## src/rtl/cpu_bus_sampler.sv

```systemverilog
// Samples the asynchronous NES CPU bus into the system clock domain, deglitches M2
// and emits one-clock strobes with latched address/data/R/W at the end of each CPU cycle.
module cpu_bus_sampler #(
    parameter int unsigned FILTER_LEN = 3,
    parameter int unsigned IDLE_CLKS  = 1024
) (
    input  logic        clk,
    input  logic        rst,
    input  logic        cpu_m2,
    input  logic [15:0] cpu_addr,
    input  logic [7:0]  cpu_dat,
    input  logic        cpu_rw,
    output logic        m2_f,
    output logic        cyc_stb,
    output logic        wr_stb,
    output logic        rom_wr_stb,
    output logic [15:0] bus_addr,
    output logic [7:0]  bus_dat,
    output logic        bus_rw,
    output logic        wr_consec,
    output logic        bus_idle
);
    localparam int unsigned FILT_W = 4;
    localparam int unsigned IDLE_W = 16;
    localparam logic [FILT_W-1:0] FILT_LAST = FILT_W'(FILTER_LEN - 1);
    localparam logic [IDLE_W-1:0] IDLE_LIMIT = IDLE_W'(IDLE_CLKS);
    localparam logic [IDLE_W-1:0] IDLE_LAST  = IDLE_W'(IDLE_CLKS - 1);

    typedef enum logic {
        ST_LOW  = 1'b0,
        ST_HIGH = 1'b1
    } state_t;

    logic              m2_m, m2_s;
    logic              rw_m, rw_s;
    logic [15:0]       addr_m, addr_s;
    logic [7:0]        dat_m, dat_s;
    logic [FILT_W-1:0] filt_cnt;
    logic [IDLE_W-1:0] idle_cnt;
    logic [15:0]       sh_addr;
    logic [7:0]        sh_dat;
    logic              sh_rw;
    logic              armed;
    logic              low_seen;
    logic              prev_wr;
    state_t            state;

    // Two-flop synchronizers; left unreset so they track the bus during reset.
    always_ff @(posedge clk) begin
        m2_m   <= cpu_m2;
        m2_s   <= m2_m;
        rw_m   <= cpu_rw;
        rw_s   <= rw_m;
        addr_m <= cpu_addr;
        addr_s <= addr_m;
        dat_m  <= cpu_dat;
        dat_s  <= dat_m;
    end

    // M2 deglitch: the filtered level flips only after FILTER_LEN disagreeing samples.
    always_ff @(posedge clk) begin
        if (rst) begin
            filt_cnt <= '0;
            m2_f     <= 1'b0;
        end else if (m2_s != m2_f) begin
            if (filt_cnt == FILT_LAST) begin
                m2_f     <= ~m2_f;
                filt_cnt <= '0;
            end else begin
                filt_cnt <= filt_cnt + 1'b1;
            end
        end else begin
            filt_cnt <= '0;
        end
    end

    // Cycle tracker, strobe generation, consecutive-write and idle bookkeeping.
    always_ff @(posedge clk) begin
        if (rst) begin
            state      <= ST_LOW;
            armed      <= 1'b0;
            low_seen   <= 1'b0;
            sh_addr    <= '0;
            sh_dat     <= '0;
            sh_rw      <= 1'b0;
            bus_addr   <= '0;
            bus_dat    <= '0;
            bus_rw     <= 1'b1;
            cyc_stb    <= 1'b0;
            wr_stb     <= 1'b0;
            rom_wr_stb <= 1'b0;
            wr_consec  <= 1'b0;
            prev_wr    <= 1'b0;
            idle_cnt   <= '0;
            bus_idle   <= 1'b0;
        end else begin
            cyc_stb    <= 1'b0;
            wr_stb     <= 1'b0;
            rom_wr_stb <= 1'b0;

            // A rise is only genuine once M2 has been seen low since reset.
            if (!m2_s) begin
                low_seen <= 1'b1;
            end

            if (m2_f) begin
                idle_cnt <= '0;
                bus_idle <= 1'b0;
            end else if (idle_cnt != IDLE_LIMIT) begin
                idle_cnt <= idle_cnt + 1'b1;
                if (idle_cnt == IDLE_LAST) begin
                    bus_idle <= 1'b1;
                    prev_wr  <= 1'b0;
                end
            end

            case (state)
                ST_LOW: begin
                    if (m2_f) begin
                        state <= ST_HIGH;
                        armed <= low_seen;
                    end
                end
                ST_HIGH: begin
                    if (m2_s) begin
                        sh_addr <= addr_s;
                        sh_dat  <= dat_s;
                        sh_rw   <= rw_s;
                    end
                    if (!m2_f) begin
                        state <= ST_LOW;
                        armed <= 1'b0;
                        if (armed) begin
                            bus_addr   <= sh_addr;
                            bus_dat    <= sh_dat;
                            bus_rw     <= sh_rw;
                            cyc_stb    <= 1'b1;
                            wr_stb     <= ~sh_rw;
                            rom_wr_stb <= ~sh_rw & sh_addr[15];
                            wr_consec  <= prev_wr;
                            prev_wr    <= ~sh_rw;
                        end
                    end
                end
                default: state <= ST_LOW;
            endcase
        end
    end
endmodule

```

## config.mk

```make
export PLATFORM = sky130hd
export DESIGN_NAME = cpu_bus_sampler
export DESIGN_NICKNAME = d
export VERILOG_FILES = /design/src/rtl/cpu_bus_sampler.sv
export SDC_FILE = /design/constraint.sdc
export NUM_CORES = 1
export LEC_CHECK = 0
export BUFFER_PORTS_ARGS = -buffer_cell sky130_fd_sc_hd__buf_2
export CELL_PAD_IN_SITES_DETAIL_PLACEMENT = 0
export CELL_PAD_IN_SITES_GLOBAL_PLACEMENT = 1
export CORE_ASPECT_RATIO = 0.9
export CORE_UTILIZATION = 42
export DETAILED_ROUTE_END_ITERATION = 16
export PLACE_DENSITY = 0.79
export SETUP_SLACK_MARGIN = 0.02
export SLEW_MARGIN = 20
export SYNTH_ARGS = -nofsm -noshare
export SYNTH_HDL_FRONTEND = slang
export SYNTH_SLANG_ARGS = --single-unit
```

## constraint.sdc

```tcl
create_clock -name clk -period 1.9 [get_ports clk]
set_input_delay 0.19 -clock clk [delete_from_list [all_inputs] [get_ports clk]]
set_output_delay 0.19 -clock clk [all_outputs]
set_load 0.05 [all_outputs]
```

==> results of run 1 <==
## critical path, stage by stage (launching register included)
cell,delay (ns)
dfxtp_1,0.40
ha_1,0.25
nand4_1,0.24
nor4_1,0.37
xnor2_1,0.19
nor2_1,0.05
## flip-flops by register name (all words and copies together) (netlist names), 4 cells and up
name,cells
sh_dat,8
sh_addr,16
filt_cnt,4
dat_s,8
dat_m,8
bus_addr,16
addr_m,16
idle_cnt,16
bus_dat,8
addr_s,16
## power by group
group / switching (W) / total [W] / internal, W
combinational: 0.0000641 / 0.000146 / 0.0000816
clock: 0.00116 / 0.00309 / 0.00193
sequential: 0.0000313 / 0.00287 / 0.00284
## through the flow
| stage | instance area (sq um) | worst slack [ns] | power (W) | std cells | utilization |
|---|---|---|---|---|---|
| final | 5310 | 0.265 | 0.00611 | 639 | 0.576 |
| after global routing | 5310 | 0.121 | 0.00634 | 639 | 0.576 |
| after CTS | 5310 | 0.267 | 0.00618 | 639 | 0.576 |
| after detailed placement | 4460 | 0.326 | 0.00304 | 580 | 0.484 |
| after global placement | 4460 | 0.377 | 0.00303 | 580 | 0.484 |
| after floorplan | 4010 | 0.136 | 0.00298 | 409 | - |
## cells by family after synthesis
kind of cell	after synthesis
XOR/XNOR	14
adder cells (fa/ha/maj)	4
multiplexers	2
AO/OA/AOI/OAI	66
flip-flops	132
AND/OR/NAND/NOR	165
buffers and inverters	26
## routing by layer
metal / vias to the layer above / track usage / share of wire
li1: 1537 / - / -
met1: 1340 / 0.203 / 0.49
met2: 58 / 0.269 / 0.46
met3: 9 / 0.0635 / 0.039
met4: 0 / 0.0775 / 0.011
met5: - / 0 / 0
## area by class of cell
class / count / area share
Inverter: 7 / 0.00495
Multi-Input combinational cell: 251 / 0.240
Clock buffer: 20 / 0.0839
Timing Repair Buffer: 95 / 0.120
Clock inverter: 12 / 0.0248
Sequential cell: 132 / 0.498
Tap cell: 122 / 0.0288
## how the worst max path moves through the flow
stage / from / cells after the start / end / slack [ns]
after floorplan: m2_f / 6 / bus_dat[3] / 0.14
after global routing: idle_cnt[1] / 5 / idle_cnt[12] / 0.12
after detailed placement: idle_cnt[10] / 4 / idle_cnt[15] / 0.33
final: idle_cnt[1] / 5 / idle_cnt[12] / 0.26
after global placement: idle_cnt[10] / 4 / idle_cnt[15] / 0.38
after CTS: idle_cnt[0] / 5 / idle_cnt[12] / 0.27
## cell usage in the layout (no fill, tap or decap), types with 2 or more instances in the layout
master and n:
xor2_1 5, or4_1 3, xnor2_1 9, o31ai_1 3
nor2_1 20, clkinv_2 3, nand2_1 105, bufinv_16 2
clkbuf_8 3, clkinvlp_4 4, and3_1 2, buf_4 10
clkbuf_16 16, dlygate4sd3_1 27, nand4_1 4, clkinv_4 3
and2_1 2, nor4_1 3, nand3_1 5, nor4b_1 2
nand3_2 2, ha_1 4, or3_1 3, mux2i_1 2
buf_2 58, nor3_1 4, nand3b_1 3, dfxtp_1 132
a21oi_1 59, inv_1 6
==> flow_summary.toml, run 1 <==
[worst_setup_path]
worstRegToRegCells = 5
crit_required_ns = 2.28
r2r_slack_ns = 0.26
cp.arrival_ns = 2.02
reg2reg_from = "idle_cnt[1]"
cp_max_fo = 6
cp-start-kind = "register"
critPathKind = "register to register"
critPathCaptureType = "register"
r2r_end = "idle_cnt[12]"

[global_routing]
gr-total-overflow = 0
grt_usage = 0.168
grt_max_degree = 49
antenna_found_initial = 0
grt_pass1_vias = 2718
grt_pass1_wl_mm = 12.7

[timing]
relSlewSlack = 0.604
hold_ws_ns = 0.305
drv_slew = 0
rsz0062_at_grt = "no"
period_share = 0.861
finalHoldViolCount = 0
max_freq_mhz = 611
finClkSkew_ns = 0.00787
setup-violations-final = 0
fin_crit_ns = 1.64
worst_slew_pin_slew_ns = 0.594
fin_setup_tns_ns = 0

[clock_tree]
cts-htree-levels = 4
root_buffer = "clkbuf_8"
cts_tree = "yes"
clkSinkCount = 132
worst_skew_pair.late_latency_ns = 0.52
clk_pin_slew_ns = 0.06
clock_path_buffers = 2
ctsResizeCount = 0
cts_made_buffers = 17
ctsHoldBuffers = 27
post-cts-setup-buffers = 0

[floorplanning]
initial_utilization = 0.436
die_h_um = 94.7
ioPinCount = 59
floorplan.die_area_sq_um = 9950
fp.dieW_um = 105
rows = 33
core_sq_um = 9210

[yosys]
synth_top_family_by_area = "simple AND/OR/NAND/NOR gates"
synthFlopType = "dfxtp_1"
ys_seq_elements = 132
avgSynthCellArea_sq_um = 9.81
syn_nets = 441
synthCells = 409
synthAdderAreaFrac = 0.0125
synth_commonest_cells = "dfxtp_1, nand2_1, a21oi_1"
synth_warnings = 0
synth-edff-count = 0
yosysMostFrequentCell = "dfxtp_1"
synthSimpleGateAreaFrac = 0.182
ys_top_cells_by_area = "dfxtp_1, nand2_1, a21oi_1"
synth_area_sq_um = 4010
ys_seq_area_frac = 0.659
synth-compound-area-share = 0.0867
yosys.area.top_type = "dfxtp_1"
synth-async-reset-ratio = 0
synth.area.mux_share = 0.00499
ys_types = 35
synth.top_cell.area_share = 0.659
synth_xor_area_frac = 0.0306

[cells_and_area]
fillCellCount = 802
final_layout_size_suffix_gt1_frac = 0.199
antenna_cells = 0
syn_to_final_growth_pct = 32.2
finalNetCount = 536
ff_latch_area_sq_um = 2640
multiInputGateArea_sq_um = 1270

[drt]
viasPerCell = 4.61
drc_errors = 0
dr.pass1.iters = 6
antenna_left = 0
via_count = 2944
totalWireLength_mm = 7.75
drt_iter0_markers = 109
routedWlPerCell_um = 12.1

[placement]
dpl.hpwl_mm = 4.78
gp_congestion = 0.829
port_buffers = 58

[power_and_ir_drop]
peakVddDrop_mv = 1.17
p_per_area_nw_per_um2 = 1150
leakagePower_nw = 2.10

[outcome]
status = "finished clean"

[min_path]
hold_end = "dat_m[3]"
min_path_cells = 2
hp-class = "input pin to register"
worstHoldStart = "cpu_dat[3]"

[job]
drv_cap = 0
No activity file was read; power rests on OpenSTA's default activity.
==> run 2: changes to the inputs <==
--- a/config.mk
+++ b/config.mk
@@ -5,13 +5,14 @@
 export SDC_FILE = /design/constraint.sdc
 export NUM_CORES = 1
 export LEC_CHECK = 0
+export ABC_AREA = 1
 export BUFFER_PORTS_ARGS = -buffer_cell sky130_fd_sc_hd__buf_2
 export CELL_PAD_IN_SITES_DETAIL_PLACEMENT = 0
 export CELL_PAD_IN_SITES_GLOBAL_PLACEMENT = 1
 export CORE_ASPECT_RATIO = 0.9
 export CORE_UTILIZATION = 42
 export DETAILED_ROUTE_END_ITERATION = 16
-export PLACE_DENSITY = 0.79
+export PLACE_DENSITY = 0.8
 export SETUP_SLACK_MARGIN = 0.02
 export SLEW_MARGIN = 20
 export SYNTH_ARGS = -nofsm -noshare
==> run 2 against run 1 <==
  * Sequential power grew 2%
  * Worst setup slack gained 0.17 ns
  * Design area grew 1.2%
  * Combinational power grew 110%
  * Sequential share of layout area shrank 0.60 points
  * Cell count grew 6.7%
==> flow_summary.toml, run 2 <==
[timing]
finClkSkew_ns = 0.00861
finalHoldViolCount = 0
period_share = 0.774
worst_slew_pin_slew_ns = 0.440
hold_ws_ns = 0.299
drv_slew = 0
fin_crit_ns = 1.47
setup-violations-final = 0
rsz0062_at_grt = "no"
relSlewSlack = 0.706
fin_setup_tns_ns = 0
max_freq_mhz = 680

[cells_and_area]
finalNetCount = 579
layout_common_cells = "dfxtp_1, nor2_1, buf_2"
antenna_cells = 0
syn_to_final_growth_pct = 30.0
fin_cells = 682
final_layout_size_suffix_gt1_frac = 0.198
final_common_cell = "dfxtp_1"

[worst_setup_path]
reg2reg_from = "m2_f"
critPathKind = "register to register"
cp.arrival_ns = 1.92
crit_required_ns = 2.35
critPathCaptureType = "register"
cp-start-kind = "register"
cp_max_fo = 25
cp-startpoint = "m2_f"

[min_path]
hp-class = "input pin to register"
worstHoldStart = "cpu_dat[0]"

[placement]
gp_congestion = 0.798
dpl.hpwl_mm = 5.02
placed_cells = 623
port_buffers = 58

[yosys]
ys_types = 25
ys_seq_elements = 132
synth_warnings = 0
syn_nets = 486
yosys.area.top_type = "dfxtp_1"
synth_area_sq_um = 4130
synthCells = 454
synth.top_cell.area_share = 0.639
ys_seq_area_frac = 0.639
yosysMostFrequentCell = "dfxtp_1"
synth_commonest_cells = "dfxtp_1, nor2_1, o21ai_0"
ys_top_cells_by_area = "dfxtp_1, nor2_1, o21ai_0"
avgSynthCellArea_sq_um = 9.10
synth-async-reset-ratio = 0
synthFlopType = "dfxtp_1"
synth-edff-count = 0

[global_routing]
antenna_found_initial = 0
grt_usage = 0.169
gr-total-overflow = 0
grt_max_degree = 32
grt_pass1_wl_mm = 12.8
grt_pass1_vias = 2904

[floorplanning]
ioPinCount = 59
die_h_um = 96.1
core_sq_um = 9330
rows = 33
fp.dieW_um = 107
initial_utilization = 0.443
floorplan.die_area_sq_um = 10200

[clock_tree]
root_buffer = "clkbuf_8"
clk_pin_slew_ns = 0.06
cts-htree-levels = 4
cts_made_buffers = 17
worst_skew_pair.late_latency_ns = 0.52
ctsHoldBuffers = 27
post-cts-setup-buffers = 0
clkSinkCount = 132
ctsResizeCount = 0
clock_path_buffers = 2
cts_tree = "yes"

[drt]
drc_errors = 0
viasPerCell = 4.52
antenna_left = 0
via_count = 3083
totalWireLength_mm = 7.86
drt_iter0_markers = 80
dr.pass1.iters = 4
routedWlPerCell_um = 11.5

[power_and_ir_drop]
leakagePower_nw = 2.24
peakVddDrop_mv = 0.742
p_per_area_nw_per_um2 = 1170
total_power_w = 0.00629

[outcome]
status = "finished clean"

[job]
drv_cap = 0
==> run 2: changes by cell type after synthesis, sizes merged, moves of 7 or more <==
cell	previous run	this run
nand2	106	30
nor2	21	133
xnor2	9	1
o21ai	1	59
a21oi	59	17
nand3	7	14
clkbuf	16	5
inv	6	31
==> run 2: final timing paths <==
| path | end | slack, ns | cells after the start |
|---|---|---|---|
| setup / recovery | wr_consec | 0.43 | 5 |
| hold / removal | dat_m[0] | 0.30 | 2 |
| setup reg to reg | wr_consec | 0.43 | 5 |
| hold reg to reg | addr_s[10] | 0.32 | 0 |
==> run 2: worst max-delay path, cell delays in order (launching register included) <==
cell	delay, ns
dfxtp_1	0.35
inv_2	0.12
nand3_2	0.29
inv_2	0.46
nor2_1	0.07
nor2_1	0.11
==> run 2: per-stage QoR <==
stage / cell area (sq um) / util / worst slack, ns
floorplan: 4130 / - / 0.471
global placement: 4530 / 0.485 / 0.474
detailed placement: 4530 / 0.485 / 0.423
CTS: 5370 / 0.576 / 0.400
global route: 5370 / 0.576 / 0.226
finish: 5370 / 0.576 / 0.430
==> run 2: cell type report <==
class	instances	area, sq um
fill	876	3960
sequential	132	2640
multi-input combinational	277	1300
clock buffer	18	428
clock inverter	14	146
tap	122	153
inverter	31	116
timing repair buffer	88	583
==> run 2: kinds of logic (layout without fill, tap and decap cells) <==
group,after synthesis,in the layout,share of synthesized area
compound gates,79,79,0.0993
fa+ha+maj,4,4,0.0121
simple gates,189,189,0.193
xor+xnor,5,5,0.0106
flops,132,132,0.639
buf+inv,45,151,0.0454
==> run 2: layer usage <==
| metal | GRT usage | share of wire | up-vias |
|---|---|---|---|
| met5 | 0 | 0 | - |
| met4 | 0.110 | 0.025 | 0 |
| met1 | 0.191 | 0.45 | 1347 |
| met2 | 0.270 | 0.48 | 67 |
| li1 | - | - | 1651 |
| met3 | 0.0650 | 0.046 | 18 |
==> run 2: report_power, final <==
part	total, W	internal [W]	switching (W)
logic	0.000301	0.000132	0.000170
clock network	0.00306	0.00181	0.00125
registers	0.00293	0.00288	0.0000481
==> run 3: changes to the inputs <==
--- a/config.mk
+++ b/config.mk
@@ -5,14 +5,14 @@
 export SDC_FILE = /design/constraint.sdc
 export NUM_CORES = 1
 export LEC_CHECK = 0
-export ABC_AREA = 1
+export ABC_AREA = 0
 export BUFFER_PORTS_ARGS = -buffer_cell sky130_fd_sc_hd__buf_2
 export CELL_PAD_IN_SITES_DETAIL_PLACEMENT = 0
 export CELL_PAD_IN_SITES_GLOBAL_PLACEMENT = 1
 export CORE_ASPECT_RATIO = 0.9
-export CORE_UTILIZATION = 42
+export CORE_UTILIZATION = 38
 export DETAILED_ROUTE_END_ITERATION = 16
-export PLACE_DENSITY = 0.8
+export PLACE_DENSITY = 0.76
 export SETUP_SLACK_MARGIN = 0.02
 export SLEW_MARGIN = 20
 export SYNTH_ARGS = -nofsm -noshare
==> constraint.sdc (replaced) <==
create_clock -name clk -period 1.2 [get_ports clk]
set_input_delay 0.12 -clock clk [delete_from_list [all_inputs] [get_ports clk]]
set_output_delay 0.12 -clock clk [all_outputs]
set_load 0.05 [all_outputs]
==> run 3 against run 2 <==
  * The run now ends with setup timing left
  * Critical path depth shrank 1
  * Worst setup slack got worse by 0.65 ns
  * Total power is 55% higher
  * Via count increased by 5.3%
  * Critical endpoint is now idle_cnt[15]
  * Routed wire length grew 18%
  * Worst hold slack lost 0.29 ns
  * Highest routed layer unchanged
  * Die area increased by 7.2%
  * Clock skew up 0.0013 ns
  * Critical path type unchanged
==> flow_summary.toml, run 3 (same netlist as run 1, synthesis figures left out) <==
[global_routing]
antenna_found_initial = 0
grt_pass1_wl_mm = 14.1
grt_max_degree = 22
gr-total-overflow = 0
grt_pass1_vias = 3074
grt_usage = 0.170

[power_and_ir_drop]
clockPowerShare = 0.497
pwr-share-comb = 0.034
p_per_area_nw_per_um2 = 1560
leakagePower_nw = 2.65
total_power_w = 0.00971
switching_power_w = 0.00229
swShare = 0.236
seq_power_share = 0.469
p_int_w = 0.00742
peakVddDrop_mv = 2.10

[drt]
routedWlPerCell_um = 13.3
dr.pass1.iters = 4
viasPerCell = 4.63
antenna_left = 0
totalWireLength_mm = 9.30
drc_errors = 0
drt_iter0_markers = 116
via_count = 3247

[timing]
drv_slew = 0
hold_ws_ns = 0.00706
rsz0062_at_grt = "yes"
period_share = 1.19
max_freq_mhz = 703
layout_setup_ws_ns = -0.223
finalHoldViolCount = 0
fin_setup_tns_ns = -1.63
worst_slew_pin_slew_ns = 0.314
fin_crit_ns = 1.42
setup-violations-final = 18
finClkSkew_ns = 0.00990
relSlewSlack = 0.790

[placement]
port_buffers = 58
dpl.hpwl_mm = 5.54
gp_congestion = 0.794

[floorplanning]
fp.dieW_um = 110
initial_utilization = 0.392
die_h_um = 99.5
core_sq_um = 10200
rows = 35
floorplan.die_area_sq_um = 11000
ioPinCount = 59

[cells_and_area]
antenna_cells = 0
final_common_cell = "dfxtp_1"
final_layout_size_suffix_gt1_frac = 0.414
finalNetCount = 591
layout_common_cells = "dfxtp_1, nand2_1, buf_2"
syn_to_final_growth_pct = 55.5

[worst_setup_path]
cp.arrival_ns = 1.77
critPathKind = "register to register"
crit_required_ns = 1.55
cp_max_fo = 2
cp-start-kind = "register"
critPathCaptureType = "register"

[clock_tree]
worst_skew_pair.late_latency_ns = 0.42
cts-htree-levels = 4
root_buffer = "clkbuf_16"
clk_pin_slew_ns = 0.06
clkSinkCount = 132
cts_made_buffers = 17
cts_tree = "yes"
clock_path_buffers = 2

[outcome]
violations = "setup timing"
status = "complete, but fails checks"

[min_path]
hp-class = "input pin to register"

[job]
drv_cap = 0
run 3: metrics by stage:
stage	instance area (sq um)	setup WS [ns]	utilization	cells
final	6240	-0.223	0.609	701
after global routing	6240	-0.291	0.609	701
after detailed placement	4870	-0.311	0.475	627
after floorplan	4150	-0.175	-	409
after global placement	4870	-0.260	0.475	627
after CTS	5840	-0.188	0.570	693
run 3: path summary, 6_finish.rpt:
kind | slack (ns) | cells past startpoint | to | start
hold / removal | 0.007 | 2 | wr_consec | rst
setup reg to reg | -0.22 | 4 | idle_cnt[15] | idle_cnt[12]
hold reg to reg | 0.33 | 0 | addr_s[8] | addr_m[8]
setup / recovery | -0.22 | 4 | idle_cnt[15] | idle_cnt[12]
run 3: metal layers:
metal / global-route usage / vias to the layer above / part of all wire
met4: 0.0678 / 0 / 0.015
met3: 0.0609 / 13 / 0.035
met2: 0.264 / 58 / 0.49
li1: - / 1656 / -
met1: 0.214 / 1520 / 0.46
met5: 0 / - / 0
run 3: power by group through the flow:
| stage | logic [W] | registers, W | clock network [W] |
|---|---|---|---|
| floorplan | 0.000110 | 0.00464 | 0 |
| finish | 0.000327 | 0.00456 | 0.00483 |
| global placement | 0.000198 | 0.00464 | 0 |
| detailed placement | 0.000205 | 0.00465 | 0 |
| CTS | 0.000290 | 0.00455 | 0.00492 |
| global route | 0.000362 | 0.00457 | 0.00513 |
run 3: area by class of cell:
cell class,instances,area (sq um)
repair buffers,150,1190
well taps,129,161
fillers,842,4010
inverters,7,26.3
flip-flops and latches,132,2680
clock buffers,17,425
multi-input cells,251,1630
clock inverters,15,135
run 3: timing repair:
action	4_1_cts	5_1_grt
endpoints found under the setup margin	46	66
buffers inserted	8	6
hold buffers	26	0
pin swaps	11	40
gates cloned	0	4
endpoints found under the hold margin	26	0
gates resized for setup	20	86
run 3: critical path: stages (launching register included):
cell,delay [ns]
dfxtp_2,0.34
nand3_2,0.08
or3_1,0.37
or4_1,0.43
a21oi_1,0.13
